===== src/rtl/div_pkg.sv =====
// Shared definitions for the iterative 32-bit divider: state encodings,
// handshake constants, bus widths and a two's-complement helper.
package div_pkg;

   typedef enum logic [1:0] {
      DivFree   = 2'b00,
      DivByZero = 2'b01,
      DivOn     = 2'b10,
      DivEnd    = 2'b11
   } div_state_e;

   localparam logic DivStart          = 1'b1;
   localparam logic DivStop           = 1'b0;
   localparam logic DivResultReady    = 1'b1;
   localparam logic DivResultNotReady = 1'b0;

   localparam int RegBus       = 32;
   localparam int DoubleRegBus = 64;

   function automatic logic [RegBus-1:0] neg32(input logic [RegBus-1:0] v);
      return ~v + 32'd1;
   endfunction

endpackage


===== src/rtl/div.sv =====
// Iterative restoring divider, one quotient bit per cycle, fixed latency.
// Signed operation is compiled in only when DIV_SIGNED_EN is defined.
module div
   import div_pkg::*;
(
   input  logic                    clk,
   input  logic                    rst,
   input  logic                    signed_div_i,
   input  logic [RegBus-1:0]       opdata1_i,
   input  logic [RegBus-1:0]       opdata2_i,
   input  logic                    start_i,
   input  logic                    annul_i,
   output logic [DoubleRegBus-1:0] result_o,
   output logic                    ready_o
);

   div_state_e              state_r, state_s;
   logic [5:0]              cnt_r, cnt_s;
   logic [64:0]             work_r, work_s;
   logic [RegBus-1:0]       divisor_r, divisor_s;
   logic [DoubleRegBus-1:0] result_r, result_s;
   logic                    ready_r, ready_s;
   logic [32:0]             trial_s;
   logic [RegBus-1:0]       op1_mag_s, op2_mag_s, quo_s, rem_s;

`ifdef DIV_SIGNED_EN
   logic neg_quo_r, neg_quo_s, neg_rem_r, neg_rem_s;

   assign op1_mag_s = (signed_div_i && opdata1_i[31]) ? neg32(opdata1_i) : opdata1_i;
   assign op2_mag_s = (signed_div_i && opdata2_i[31]) ? neg32(opdata2_i) : opdata2_i;
   assign quo_s     = neg_quo_r ? neg32(work_r[31:0])  : work_r[31:0];
   assign rem_s     = neg_rem_r ? neg32(work_r[64:33]) : work_r[64:33];
`else
   logic unused_signed_s;

   assign unused_signed_s = signed_div_i;
   assign op1_mag_s       = opdata1_i;
   assign op2_mag_s       = opdata2_i;
   assign quo_s           = work_r[31:0];
   assign rem_s           = work_r[64:33];
`endif

   // Remainder window w[64:33] shifted left one bit, pulling in the next dividend bit.
   assign trial_s = {1'b0, work_r[63:32]} - {1'b0, divisor_r};

   // Next-state and datapath update for the divider FSM.
   always_comb begin
      state_s   = state_r;
      cnt_s     = cnt_r;
      work_s    = work_r;
      divisor_s = divisor_r;
      result_s  = result_r;
      ready_s   = ready_r;
`ifdef DIV_SIGNED_EN
      neg_quo_s = neg_quo_r;
      neg_rem_s = neg_rem_r;
`endif
      case (state_r)
         DivFree: begin
            if (start_i == DivStart && !annul_i) begin
               if (opdata2_i == 32'd0) begin
                  state_s = DivByZero;
               end else begin
                  state_s   = DivOn;
                  cnt_s     = 6'd0;
                  work_s    = {32'd0, op1_mag_s, 1'b0};
                  divisor_s = op2_mag_s;
`ifdef DIV_SIGNED_EN
                  neg_quo_s = signed_div_i && (opdata1_i[31] ^ opdata2_i[31]);
                  neg_rem_s = signed_div_i && opdata1_i[31];
`endif
               end
            end else begin
               ready_s  = DivResultNotReady;
               result_s = 64'd0;
            end
         end
         DivByZero: begin
            work_s   = 65'd0;
            state_s  = DivEnd;
            result_s = 64'd0;
            ready_s  = DivResultReady;
         end
         DivOn: begin
            if (annul_i) begin
               state_s  = DivFree;
               cnt_s    = 6'd0;
               ready_s  = DivResultNotReady;
               result_s = 64'd0;
            end else if (cnt_r < 6'd32) begin
               if (trial_s[32]) begin
                  work_s = {work_r[63:0], 1'b0};
               end else begin
                  work_s = {trial_s[31:0], work_r[31:0], 1'b1};
               end
               cnt_s = cnt_r + 6'd1;
            end else begin
               state_s  = DivEnd;
               cnt_s    = 6'd0;
               result_s = {rem_s, quo_s};
               ready_s  = DivResultReady;
            end
         end
         DivEnd: begin
            if (start_i == DivStop) begin
               state_s  = DivFree;
               ready_s  = DivResultNotReady;
               result_s = 64'd0;
            end else begin
               ready_s  = DivResultReady;
            end
         end
         default: begin
            state_s  = DivFree;
            cnt_s    = 6'd0;
            ready_s  = DivResultNotReady;
            result_s = 64'd0;
         end
      endcase
   end

   // State, datapath and registered outputs.
   always_ff @(posedge clk or negedge rst) begin
      if (!rst) begin
         state_r   <= DivFree;
         cnt_r     <= 6'd0;
         work_r    <= 65'd0;
         divisor_r <= 32'd0;
         result_r  <= 64'd0;
         ready_r   <= DivResultNotReady;
`ifdef DIV_SIGNED_EN
         neg_quo_r <= 1'b0;
         neg_rem_r <= 1'b0;
`endif
      end else begin
         state_r   <= state_s;
         cnt_r     <= cnt_s;
         work_r    <= work_s;
         divisor_r <= divisor_s;
         result_r  <= result_s;
         ready_r   <= ready_s;
`ifdef DIV_SIGNED_EN
         neg_quo_r <= neg_quo_s;
         neg_rem_r <= neg_rem_s;
`endif
      end
   end

   assign result_o = result_r;
   assign ready_o  = ready_r;

endmodule


===== config.mk =====
export PLATFORM = sky130hd
export DESIGN_NAME = div
export DESIGN_NICKNAME = d
export VERILOG_FILES = /design/src/rtl/div_pkg.sv /design/src/rtl/div.sv
export SDC_FILE = /design/constraint.sdc
export NUM_CORES = 1
export LEC_CHECK = 0
export BUFFER_PORTS_ARGS = -buffer_cell sky130_fd_sc_hd__buf_2
export CAP_MARGIN = 15
export CORE_MARGIN = 2
export CORE_UTILIZATION = 51
export CTS_CLUSTER_SIZE = 25
export DETAILED_ROUTE_END_ITERATION = 8
export PLACE_DENSITY = 0.72
export SYNTH_ARGS = -nofsm -noshare
export SYNTH_HDL_FRONTEND = slang
export SYNTH_SLANG_ARGS = --single-unit

===== constraint.sdc =====
create_clock -name clk -period 2.97 [get_ports clk]
set_clock_uncertainty 0.15 [all_clocks]
set_input_delay 0.297 -clock clk [delete_from_list [all_inputs] [get_ports clk]]
set_output_delay 0.297 -clock clk [all_outputs]
set_load 0.01 [all_outputs]

==> results.json <==
{
  "worst_pin_slew_ns": 0.741,
  "final-setup-viol-count": 0,
  "mappedNetlistNets": 1168,
  "start_util_pct": 51.5,
  "via_per_inst": 5.49,
  "cts_tree": "built",
  "track_usage_pct": 23.7,
  "power_density_mw_per_mm2": 834,
  "synth-xor-area-share_pct": 2.39,
  "hpwl_um": 15700,
  "h-tree-depth": 4,
  "grt_pass1_wl_um": 37300,
  "status": "finished, final reports clean",
  "final_common_cell": "nand2_1",
  "detail_route.wl_per_cell_um": 15.6,
  "cts_buffer_depth": 2,
  "slowest_stage": "fa_2",
  "critical_path_class": "reg -> reg",
  "synth_fa_ha_area_share_pct": 5.41,
  "p_leak_uw": 0.00525,
  "clock_sinks": 170,
  "gr-total-overflow": 0,
  "synth_simple_gate_area_share_pct": 19.5,
  "postRouteAntennaNets": 0,
  "die-area_mm2": 0.0191,
  "finalHoldViolCount": 0,
  "numCtsBuffers": 17,
  "clock.fmax_mhz": 348,
  "ys_seq_elements": 170,
  "drtPass1Iterations": 7,
  "clockRootBuffer": "clkbuf_16",
  "drt-initial-drc-count": 703,
  "drc": 0,
  "core_mm2": 0.0178,
  "p_total_uw": 9410,
  "period_needed_ns": 2.87,
  "synth-edff-count": 0,
  "pin_count": 134,
  "synthCells": 1060,
  "area_growth_pct": 23.1,
  "max_stage_delay_ns": 0.36,
  "nets": 1325,
  "synth_mux_area_share_pct": 0.478,
  "fp-row-count": 49,
  "critPathMaxFanout": 42,
  "layout-drive-gt1-share_pct": 19.0,
  "yosysSeqAreaShare_pct": 46.4,
  "synth.distinct_cells": 67,
  "antennaDiodeCount": 0,
  "finalCritPeriodShare_pct": 96.6,
  "synth_compound_gate_area_share_pct": 20.6,
  "worstPathRequired_ns": 3.14,
  "layout_common_cells": "nand2_1 (257), dfrtp_1 (170), o21ai_0 (155)",
  "async_flop_share_pct": 100,
  "clkTransAtPathRegs_ns": 0.06,
  "final_util_pct": 63.4,
  "maxSlewHeadroom_pct": 50.3,
  "synthesis.area_mm2": 0.00916,
  "path_cells": "inv_1 -> ha_1 -> fa_2 -> nor2b_2 -> o2111ai_2 -> nand4_1 -> nand3_2 -> a211oi_4 -> o22ai_4 -> buf_12 -> o311ai_1",
  "port_buffers": 132,
  "die_y_um": 138,
  "ir_drop_mv": 0.524,
  "vias": 8014,
  "cp-start-kind": "register",
  "place_congestion": 0.884,
  "arrival_ns": 3.04,
  "routed_wl_um": 22800,
  "die_x_um": 138,
  "clock_latency_ns": 0.43,
  "postSynthAreaPerCell_um2": 8.64,
  "yosysWarnings": 0,
  "grt_max_degree": 83,
  "slew_violations": 0,
  "synthFlopType": "dfrtp_1",
  "synth_top_family_by_area": "compound AO/OA/AOI/OAI gates",
  "grt_pass1_vias": 7595,
  "maxCapViolations": 0,
  "antenna_found_initial": 0,
  "hold_class": "in -> reg",
  "endpoint_kind": "register"
}
metrics by stage:
| stage | area, µm² | TNS (ns) | cells | setup WS, ns | hold WS (ns) |
|---|---|---|---|---|---|
| floorplan | 9160 | 0 | 1060 | 0.266 | -0.149 |
| global placement | 10200 | 0 | 1394 | 0.103 | 0.246 |
| detailed placement | 10200 | 0 | 1394 | 0.0306 | 0.248 |
| CTS | 11200 | 0 | 1459 | 0.000361 | 0.0615 |
| global route | 11300 | -0.0204 | 1459 | -0.0143 | 0.0725 |
| finish | 11300 | 0 | 1459 | 0.100 | 0.0657 |
where the power goes:
group	total, µW	switching, µW	internal [µW]	leakage (µW)
clock network	2340	906	1430	0.000295
logic	3960	2560	1400	0.00268
registers	3120	276	2840	0.00227
total	9410	3740	5670	0.00525
layout make-up:
class                   instances  area [µm²]
multi-input cells             780        4570
repair buffers                203        1380
inverters                      45         169
fillers                      1549        6500
flip-flops and latches        170        4250
well taps                     229         287
clock inverters                10         166
clock buffers                  22         454
path summary, 6_finish.rpt:
check	from	to	slack, ns	cells past startpoint
setup / recovery	work_r[32]	work_r[44]	0.10	11
hold / removal	opdata1_i[31]	work_r[32]	0.07	3
setup reg to reg	work_r[32]	work_r[44]	0.10	11
hold reg to reg	result_o[17]	result_o[17]	0.32	2
max in group asynchronous	rst	divisor_r[29]	1.67	3
min in group asynchronous	rst	result_o[26]	0.34	2
flip-flops by register name, indices dropped and copies added, names as in the netlist:
signal	flops
work_r	65
ready_o	1
cnt_r	6
divisor_r	32
state_r	2
result_o	64
cell usage after synthesis (9+ instances only):
library cell	n	area, µm²
clkbuf_1	44	165
nor2_1	20	75.1
inv_1	45	169
a32oi_1	11	96.3
a21o_1	10	75.1
nand2_1	258	968
dfrtp_1	170	4250
xnor2_1	16	140
nor4_1	10	62.6
buf_2	9	45.0
xor2_1	9	78.8
o311ai_1	18	158
a21oi_1	58	290
ha_1	38	475
o21ai_0	155	776
nor2b_1	36	225
nand3_1	36	180
nand4_1	9	56.3
layer usage:
layer	track usage, %	vias to the layer above	share of wire, %
li1	-	3995	-
met1	34.4	3752	47
met2	37.2	236	46
met3	4.12	31	5.2
met4	6.50	0	1.7
met5	0	-	0
cells by family (layout without fill, tap and decap cells):
kind of cell	Yosys count	in the layout
simple gates	401	401
compound gates	311	311
flops	170	170
buf+inv	110	280
fa+ha+maj	39	39
xor+xnor	25	25
mux	4	4
critical path: cells and delay by family (launching register included):
family | cells | cell delay (ns)
buffers and inverters | 2 | 0.25
adders and majority gates | 2 | 0.59
and+or+nand+nor | 3 | 0.51
DFF | 1 | 0.34
AOI/OAI and AO/OA | 4 | 0.91
timing repair:
item / in CTS / in global routing
hold endpoints to repair: 106 / 0
hold buffers: 33 / 0
gates resized for setup: 0 / 16
endpoints found under the setup margin: 0 / 32
buffers inserted: 0 / 0
Note: power is estimated with default switching activity, not from simulation.
